--- config.mk ---
export PLATFORM = sky130hd
export DESIGN_NAME = fm_sweep_wb_master
export DESIGN_NICKNAME = d
export VERILOG_FILES = /design/src/rtl/fm_wb_pkg.sv /design/src/rtl/wb_single_write.sv /design/src/rtl/fm_sweep_wb_master.sv
export SDC_FILE = /design/constraint.sdc
export NUM_CORES = 1
export LEC_CHECK = 0
export CORE_MARGIN = 8
export CORE_UTILIZATION = 41
export CTS_CLUSTER_DIAMETER = 100
export DETAILED_ROUTE_END_ITERATION = 12
export PLACE_DENSITY = 0.69
export SKIP_CTS_REPAIR_TIMING = 1
export SLEW_MARGIN = 25
export SYNTH_ARGS = -nofsm -noshare
export SYNTH_HDL_FRONTEND = slang
export SYNTH_HIERARCHICAL = 1
export SYNTH_SLANG_ARGS = --single-unit
--- constraint.sdc ---
create_clock -name i_clk -period 6.24 [get_ports i_clk]
set_clock_uncertainty 0.05 [all_clocks]
set_input_delay 1.248 -clock i_clk [delete_from_list [all_inputs] [get_ports i_clk]]
set_output_delay 1.248 -clock i_clk [all_outputs]
set_load 0.01 [all_outputs]
--- src/rtl/fm_wb_pkg.sv ---
// Shared definitions for the FM sweep Wishbone master: register map,
// controller state encoding and power-on defaults of the latched settings.
package fm_wb_pkg;

    localparam logic [1:0] CARRIER_CENTER_FREQUENCY = 2'd0;
    localparam logic [1:0] MODULATION_FREQUENCY     = 2'd1;
    localparam logic [1:0] MODULATION_DEVIATION     = 2'd2;

    localparam logic [31:0] DEFAULT_CARRIER  = 32'h0044_4444;
    localparam logic [31:0] DEFAULT_MOD_FREQ = 32'h0000_01bf;
    localparam logic [31:0] DEFAULT_MOD_DEV  = 32'h0000_0000;

    typedef enum logic [2:0] {
        IDLE,
        WR_MF,
        WR_DEV,
        WR_CF,
        WAIT_ACK,
        DWELL,
        FINISH
    } state_t;

endpackage

--- src/rtl/wb_single_write.sv ---
// Single outstanding Wishbone write: strobe/stall/ack handshake plus the
// timeout watchdog that covers both the stall-hold and the ack wait.
module wb_single_write #(
    parameter int DW      = 32,
    parameter int TIMEOUT = 16
) (
    input  logic          clk,
    input  logic          rst_n,
    input  logic          req,       // controller is in an issue state
    input  logic          pending,   // controller is waiting for the ack
    input  logic [1:0]    addr,
    input  logic [DW-1:0] data,
    input  logic          wb_stall,
    input  logic          wb_ack,
    output logic          wb_cyc,
    output logic          wb_stb,
    output logic          wb_we,
    output logic [1:0]    wb_addr,
    output logic [DW-1:0] wb_data,
    output logic          busy,
    output logic          accept,    // strobe taken by the slave this cycle
    output logic          ok,        // ack received this cycle
    output logic          timeout    // watchdog expired this cycle
);

    localparam int CW = $clog2(TIMEOUT + 1);

    logic [CW-1:0] wait_cnt;
    logic          waiting;

    // An ack while still strobing is a protocol violation; only pending looks at ack.
    assign waiting = (req && wb_stall) || (pending && !wb_ack);
    assign timeout = waiting && (wait_cnt == CW'(TIMEOUT - 1));
    assign accept  = req && !wb_stall;
    assign ok      = pending && wb_ack;

    assign wb_cyc  = req || pending;
    assign wb_stb  = req;
    assign wb_we   = req;
    assign wb_addr = req ? addr : 2'd0;
    assign wb_data = req ? data : '0;
    assign busy    = wb_cyc;

    // Count consecutive stalled/unacknowledged cycles; any progress restarts the count.
    always_ff @(posedge clk or negedge rst_n) begin
        // NOTE: sequential state uses non-blocking assignments so every flop samples pre-edge values.
        if (!rst_n)                  wait_cnt <= '0;
        else if (waiting && !timeout) wait_cnt <= wait_cnt + CW'(1);
        else                         wait_cnt <= '0;
    end

endmodule

--- src/rtl/fm_sweep_wb_master.sv ---
// Programs the FM generator over Wishbone: modulation frequency, deviation,
// then a carrier sweep from start to stop with a dwell between points.
module fm_sweep_wb_master
    import fm_wb_pkg::*;
#(
    parameter int DW      = 32,
    parameter int DWELL_W = 16,
    parameter int TIMEOUT = 16
) (
    input  logic               i_clk,
    input  logic               i_reset_n,
    input  logic               i_start,
    input  logic               i_abort,
    input  logic [DW-1:0]      i_start_freq,
    input  logic [DW-1:0]      i_stop_freq,
    input  logic [DW-1:0]      i_step,
    input  logic [DWELL_W-1:0] i_dwell,
    input  logic [DW-1:0]      i_mod_freq,
    input  logic [DW-1:0]      i_mod_dev,
    output logic               o_wb_cyc,
    output logic               o_wb_stb,
    output logic               o_wb_we,
    output logic [1:0]         o_wb_addr,
    output logic [DW-1:0]      o_wb_data,
    input  logic               i_wb_ack,
    input  logic               i_wb_stall,
    input  logic [DW-1:0]      i_wb_data,
    output logic               o_busy,
    output logic               o_done,
    output logic               o_err,
    output logic [DW-1:0]      o_cur_freq
);

    state_t             state, state_nxt;
    logic [DW-1:0]      start_r, stop_r, step_r, mod_freq_r, mod_dev_r, point;
    logic [DWELL_W-1:0] dwell_r, dwell_cnt;
    logic [1:0]         wr_addr, addr_mux;
    logic [DW-1:0]      data_mux, next_point;
    logic [DW:0]        sum;
    logic               last_point, req, pending, accept, ok, timeout;
    logic               err_r, wr_busy;
    logic [DW-1:0]      cur_freq_r;
    logic               unused_ok;

    // Sweep arithmetic in DW+1 bits so cur+step never wraps; stop is always the final point.
    assign sum        = {1'b0, point} + {1'b0, step_r};
    assign next_point = (sum > {1'b0, stop_r}) ? stop_r : sum[DW-1:0];
    assign last_point = (point == stop_r) || (step_r == '0) || (start_r > stop_r);

    wb_single_write #(.DW(DW), .TIMEOUT(TIMEOUT)) u_write (
        .clk      (i_clk),
        .rst_n    (i_reset_n),
        .req      (req),
        .pending  (pending),
        .addr     (addr_mux),
        .data     (data_mux),
        .wb_stall (i_wb_stall),
        .wb_ack   (i_wb_ack),
        .wb_cyc   (o_wb_cyc),
        .wb_stb   (o_wb_stb),
        .wb_we    (o_wb_we),
        .wb_addr  (o_wb_addr),
        .wb_data  (o_wb_data),
        .busy     (wr_busy),
        .accept   (accept),
        .ok       (ok),
        .timeout  (timeout)
    );

    // State register.
    always_ff @(posedge i_clk or negedge i_reset_n) begin
        if (!i_reset_n) state <= IDLE;
        else            state <= state_nxt;
    end

    // Next-state logic and per-state bus request; abort only acts where no write is in flight.
    always_comb begin
        // NOTE: every output gets a default first, so no path through the case can infer a latch.
        state_nxt = state;
        req       = 1'b0;
        pending   = 1'b0;
        addr_mux  = 2'd0;
        data_mux  = '0;
        case (state)
            IDLE: if (i_start) state_nxt = WR_MF;
            WR_MF, WR_DEV, WR_CF: begin
                req = 1'b1;
                case (state)
                    WR_MF:   begin addr_mux = MODULATION_FREQUENCY;     data_mux = mod_freq_r; end
                    WR_DEV:  begin addr_mux = MODULATION_DEVIATION;     data_mux = mod_dev_r;  end
                    default: begin addr_mux = CARRIER_CENTER_FREQUENCY; data_mux = point;      end
                endcase
                if (timeout)      state_nxt = FINISH;
                else if (accept)  state_nxt = WAIT_ACK;
                else if (i_abort) state_nxt = FINISH;
            end
            WAIT_ACK: begin
                pending = 1'b1;
                if (ok) begin
                    if (i_abort)                              state_nxt = FINISH;
                    else if (wr_addr == MODULATION_FREQUENCY) state_nxt = WR_DEV;
                    else if (wr_addr == MODULATION_DEVIATION) state_nxt = WR_CF;
                    else if (last_point)                      state_nxt = FINISH;
                    else if (dwell_r == '0)                   state_nxt = WR_CF;
                    else                                      state_nxt = DWELL;
                end else if (timeout) begin
                    state_nxt = FINISH;
                end
            end
            DWELL: begin
                if (i_abort)                                    state_nxt = FINISH;
                else if (dwell_cnt + DWELL_W'(1) == dwell_r)    state_nxt = WR_CF;
            end
            FINISH:  state_nxt = IDLE;
            default: state_nxt = IDLE;
        endcase
    end

    // Settings latch, sweep point, sticky error and acknowledged-carrier tracking.
    always_ff @(posedge i_clk or negedge i_reset_n) begin
        // NOTE: settings registers reset to the generator's defaults so a stray pre-start read is meaningful.
        if (!i_reset_n) begin
            start_r    <= DW'(DEFAULT_CARRIER);
            stop_r     <= DW'(DEFAULT_CARRIER);
            step_r     <= '0;
            dwell_r    <= '0;
            mod_freq_r <= DW'(DEFAULT_MOD_FREQ);
            mod_dev_r  <= DW'(DEFAULT_MOD_DEV);
            point      <= DW'(DEFAULT_CARRIER);
            wr_addr    <= CARRIER_CENTER_FREQUENCY;
            err_r      <= 1'b0;
            cur_freq_r <= '0;
        end else begin
            if (state == IDLE && i_start) begin
                start_r    <= i_start_freq;
                stop_r     <= i_stop_freq;
                step_r     <= i_step;
                dwell_r    <= i_dwell;
                mod_freq_r <= i_mod_freq;
                mod_dev_r  <= i_mod_dev;
                point      <= i_start_freq;
                err_r      <= 1'b0;
            end
            if (accept) wr_addr <= addr_mux;
            if (timeout) err_r <= 1'b1;
            if (ok && wr_addr == CARRIER_CENTER_FREQUENCY) begin
                cur_freq_r <= point;
                point      <= next_point;
            end
        end
    end

    // Dwell timer runs only while in DWELL.
    always_ff @(posedge i_clk or negedge i_reset_n) begin
        if (!i_reset_n)          dwell_cnt <= '0;
        else if (state == DWELL) dwell_cnt <= dwell_cnt + DWELL_W'(1);
        else                     dwell_cnt <= '0;
    end

    assign o_busy     = (state != IDLE);
    assign o_done     = (state == FINISH);
    assign o_err      = err_r;
    assign o_cur_freq = cur_freq_r;

    // Read data is never used: this master only writes.
    assign unused_ok = ^{i_wb_data, wr_busy};

endmodule

==> impl_metrics.csv <==
group,metric,value,unit
run,cap_violations,0,
sta,fmax,171,MHz
synthesis,synthesis.nets,2180,
place,gp_congestion,0.928,
sta,drv_slew,0,
clocking,path_clk_slew,0.06,ns
sta,slew-limit-headroom,30.7,%
sta,setup_viol,0,
run_status,outcome,"finished, final reports clean",
sta,rsz0062_at_grt,"false",
synthesis,yosys.area_share.simple,25.3,%
global_route,grt_first_pass_wirelength,81000,um
setup_path,rrSetupSlack,0.39,ns
synthesis,synth_cell_type_count,72,
clocking,clk_path_buf_depth,3,
clocking,clock_latency,0.58,ns
die,io_pins,286,
die,die_x,212,um
place,dp_cells,2567,
setup_path,cp.required,6.63,ns
layout,fill_cells,3681,
power,peakVddDrop,0.504,mV
sta,tightest_slew,1.04,ns
synthesis,yosysSeqAreaShare,42.5,%
sta,finalSetupTns,0,ns
synthesis,synth_edf_count,0,
synthesis,synthMuxAreaShare,4.12,%
synthesis,yosysWarnings,6,
synthesis,ys_ff_latch,267,
synthesis,syn_inst,1866,
setup_path,max_stage_delay,0.43,ns
setup_path,crit_slowest_cell,"dfrtp_1",
place,hpwl,38800,um
power,p_leak,9.30,nW
layout,fin_cells,2629,
place,numPortBuffers,253,
synthesis,syn_avg_cell_area,8.46,sq um
synthesis,synth_top_family_by_area,"simple AND/OR/NAND/NOR gates",
setup_path,critPathKind,"flip-flop to flip-flop",
synthesis,ys.flop_type,"dfrtp_1",
sta,post-route-period-util,93.8,%
synthesis,postSynth.asyncResetShare,100,%
hold_path,holdPathStages,1,
setup_path,cp.arrival,6.25,ns
synthesis,syn_area,15800,sq um
setup_path,r2r_end,"point[0]",
route,initialDrtViolationCount,1092,
global_route,first_global_vias,14234,
die,start_util,41.2,%
layout,area_growth_syn_to_layout,25.4,%
layout,layout_commonest_cell,"nand2_1",
sta,finalHoldViolCount,0,
hold_path,min_to,"u_write/wait_cnt[0]",
route,routedWlPerCell,20.0,um
setup_path,r2r_cells,19,
synthesis,synth_top_area_share,38.2,%
power,power_density,635,nW/um^2
route,vias,14123,
global_route,grt_start_max_net_pins,148,
clocking,htree_levels,1,
synthesis,synth-compound-area-share,11.3,%
synthesis,synth_area_leaders,"dfrtp_1 (38%), nand2_1 (15%), ha_1 (7.8%), dfstp_2 (4.3%), xnor2_1 (3.5%)",
global_route,grt_antenna_before_repair,3,
setup_path,end_kind,"flip-flop",
layout,layout.nets,2397,
synthesis,synth.largest_area_cell,"dfrtp_1",
clocking,clock_sinks,267,
clocking,cts_tree,"built",
setup_path,path_cells,"ha_1 -> fa_1 -> a21oi_1 -> o22ai_1 -> o21ai_0 -> o21ai_1 -> a211o_1 -> a21oi_2 -> o21ai_0 -> xnor2_1 -> ha_1 -> a2111o_1 -> a2111oi_2 -> o21ai_1 -> a311oi_1 -> o32a_2 -> buf_4 -> mux2i_1 -> a21oi_1",
die,die_h,212,um
layout,drive_gt1_share,7.59,%
setup_path,crit-reg2reg-launch,"step_r[0]",
route,drt-pass1-iter-count,5,
layout,mostFrequentLayoutCells,"nand2_1 (625), clkdlybuf4s50_1 (252), dfrtp_1 (238)",
hold_path,min-delay-start,"u_write/wait_cnt[0]",
die,rows,72,
route,vias_per_cell,5.37,
clocking,numCtsBuffers,31,
setup_path,startpoint_type,"flip-flop",
hold_path,hold_class,"flip-flop to flip-flop",
global_route,grt_usage,22.7,%
synthesis,synth-xor-area-share,4.91,%
synthesis,synth_adder_area_share,7.97,%
route,drc_errors,0,
global_route,grt_overflow_total,0,
route,drt-total-wl,52500,um
die,die-area,45100,sq um
route,drtAntennaViolNets,0,
setup_path,critPathMaxFanout,12,
clocking,root_buffer,"clkbuf_16",
die,core-area,38400,sq um
sta,min_period,5.85,ns
## cell families (layout without fill, tap and decap cells)
logic type	Yosys count	in the layout
buffers and inverters	141	383
muxes	61	61
AOI/OAI and AO/OA	279	279
DFF	267	267
and+or+nand+nor	931	931
other	0	3
xor gates and xnor gates	87	87
adders and majority gates	100	100
## metal layers
layer | track usage [%] | part of all wire (%)
met5 | 0 | 0
met4 | 7.04 | 3.0
met1 | 30.6 | 44
met2 | 37.0 | 46
met3 | 3.98 | 6.6
## critical path, delay by kind of cell (launching register included)
family,cells,cell delay [ns]
xor gates and xnor gates,1,0.25
DFF,1,0.43
AOI/OAI and AO/OA,13,3.42
muxes,1,0.23
buffers and inverters,1,0.31
adders and majority gates,3,1.02
## through the flow
step	worst slack, ns	utilization, %	instance area (sq um)	hold WS, ns	power [mW]
2_1_floorplan	1.62	-	15800	0.383	8.54
3_3_place_gp	0.592	48.9	18800	0.395	10.5
3_5_place_dp	0.539	48.9	18800	0.401	10.7
4_1_cts	0.504	51.5	19800	0.410	12.6
5_1_grt	0.0534	51.6	19800	0.424	13.5
6_report	0.387	51.6	19800	0.411	12.6
## area by class of cell
type / instances / area (sq um) / share of cell area, %
Timing Repair Buffer: 277 / 2770 / 14.0
Clock buffer: 45 / 878 / 4.43
Clock inverter: 13 / 121 / 0.613
Tap cell: 518 / 648 / 3.27
Sequential cell: 267 / 6720 / 33.9
Antenna cell: 3 / 7.51 / 0.0379
Multi-Input combinational cell: 1458 / 8490 / 42.9
Inverter: 48 / 180 / 0.909
## power breakdown
part	total (mW)	switching, mW	internal [mW]
Combinational	7.37	4.17	3.20
Clock	1.80	0.750	1.05
Sequential	3.41	0.851	2.55
Total	12.6	5.77	6.81
## worst max path at each step
stage / to / cells past startpoint / slack, ns / from
floorplan: point[1] / 20 / 1.62 / point[0]
global placement: point[8] / 19 / 0.59 / step_r[0]
detailed placement: point[5] / 19 / 0.54 / step_r[0]
CTS: point[0] / 19 / 0.50 / step_r[0]
global route: point[8] / 19 / 0.05 / step_r[0]
finish: point[0] / 19 / 0.39 / step_r[0]
## sequential cells by signal (all words and copies together), names as in the netlist
register / cells
dwell_cnt: 16
stop_r: 32
step_r: 32
o_cur_freq: 32
o_err: 1
state: 3
u_write/wait_cnt: 5
mod_dev_r: 32
dwell_r: 16
mod_freq_r: 32
start_r: 32
wr_addr: 2
point: 32
## cell usage after synthesis, types with 7 or more instances
| master | n |
|---|---|
| nand4_1 | 31 |
| a21o_1 | 26 |
| dfrtp_1 | 241 |
| clkbuf_1 | 72 |
| dfstp_2 | 26 |
| a211oi_1 | 7 |
| nor3_1 | 19 |
| a22oi_1 | 32 |
| inv_1 | 48 |
| mux2_2 | 32 |
| nand3_1 | 24 |
| and3_1 | 30 |
| xor2_1 | 22 |
| buf_1 | 8 |
| o21ai_0 | 67 |
| nand2b_1 | 14 |
| and2_1 | 39 |
| nor2b_1 | 13 |
| o211ai_1 | 11 |
| a31oi_1 | 8 |
| nand2_1 | 626 |
| a21oi_1 | 81 |
| mux2i_1 | 29 |
| nor4_1 | 19 |
| ha_1 | 99 |
| xnor2_1 | 64 |
| nor2_1 | 92 |
(Power assumes the default switching activity.)
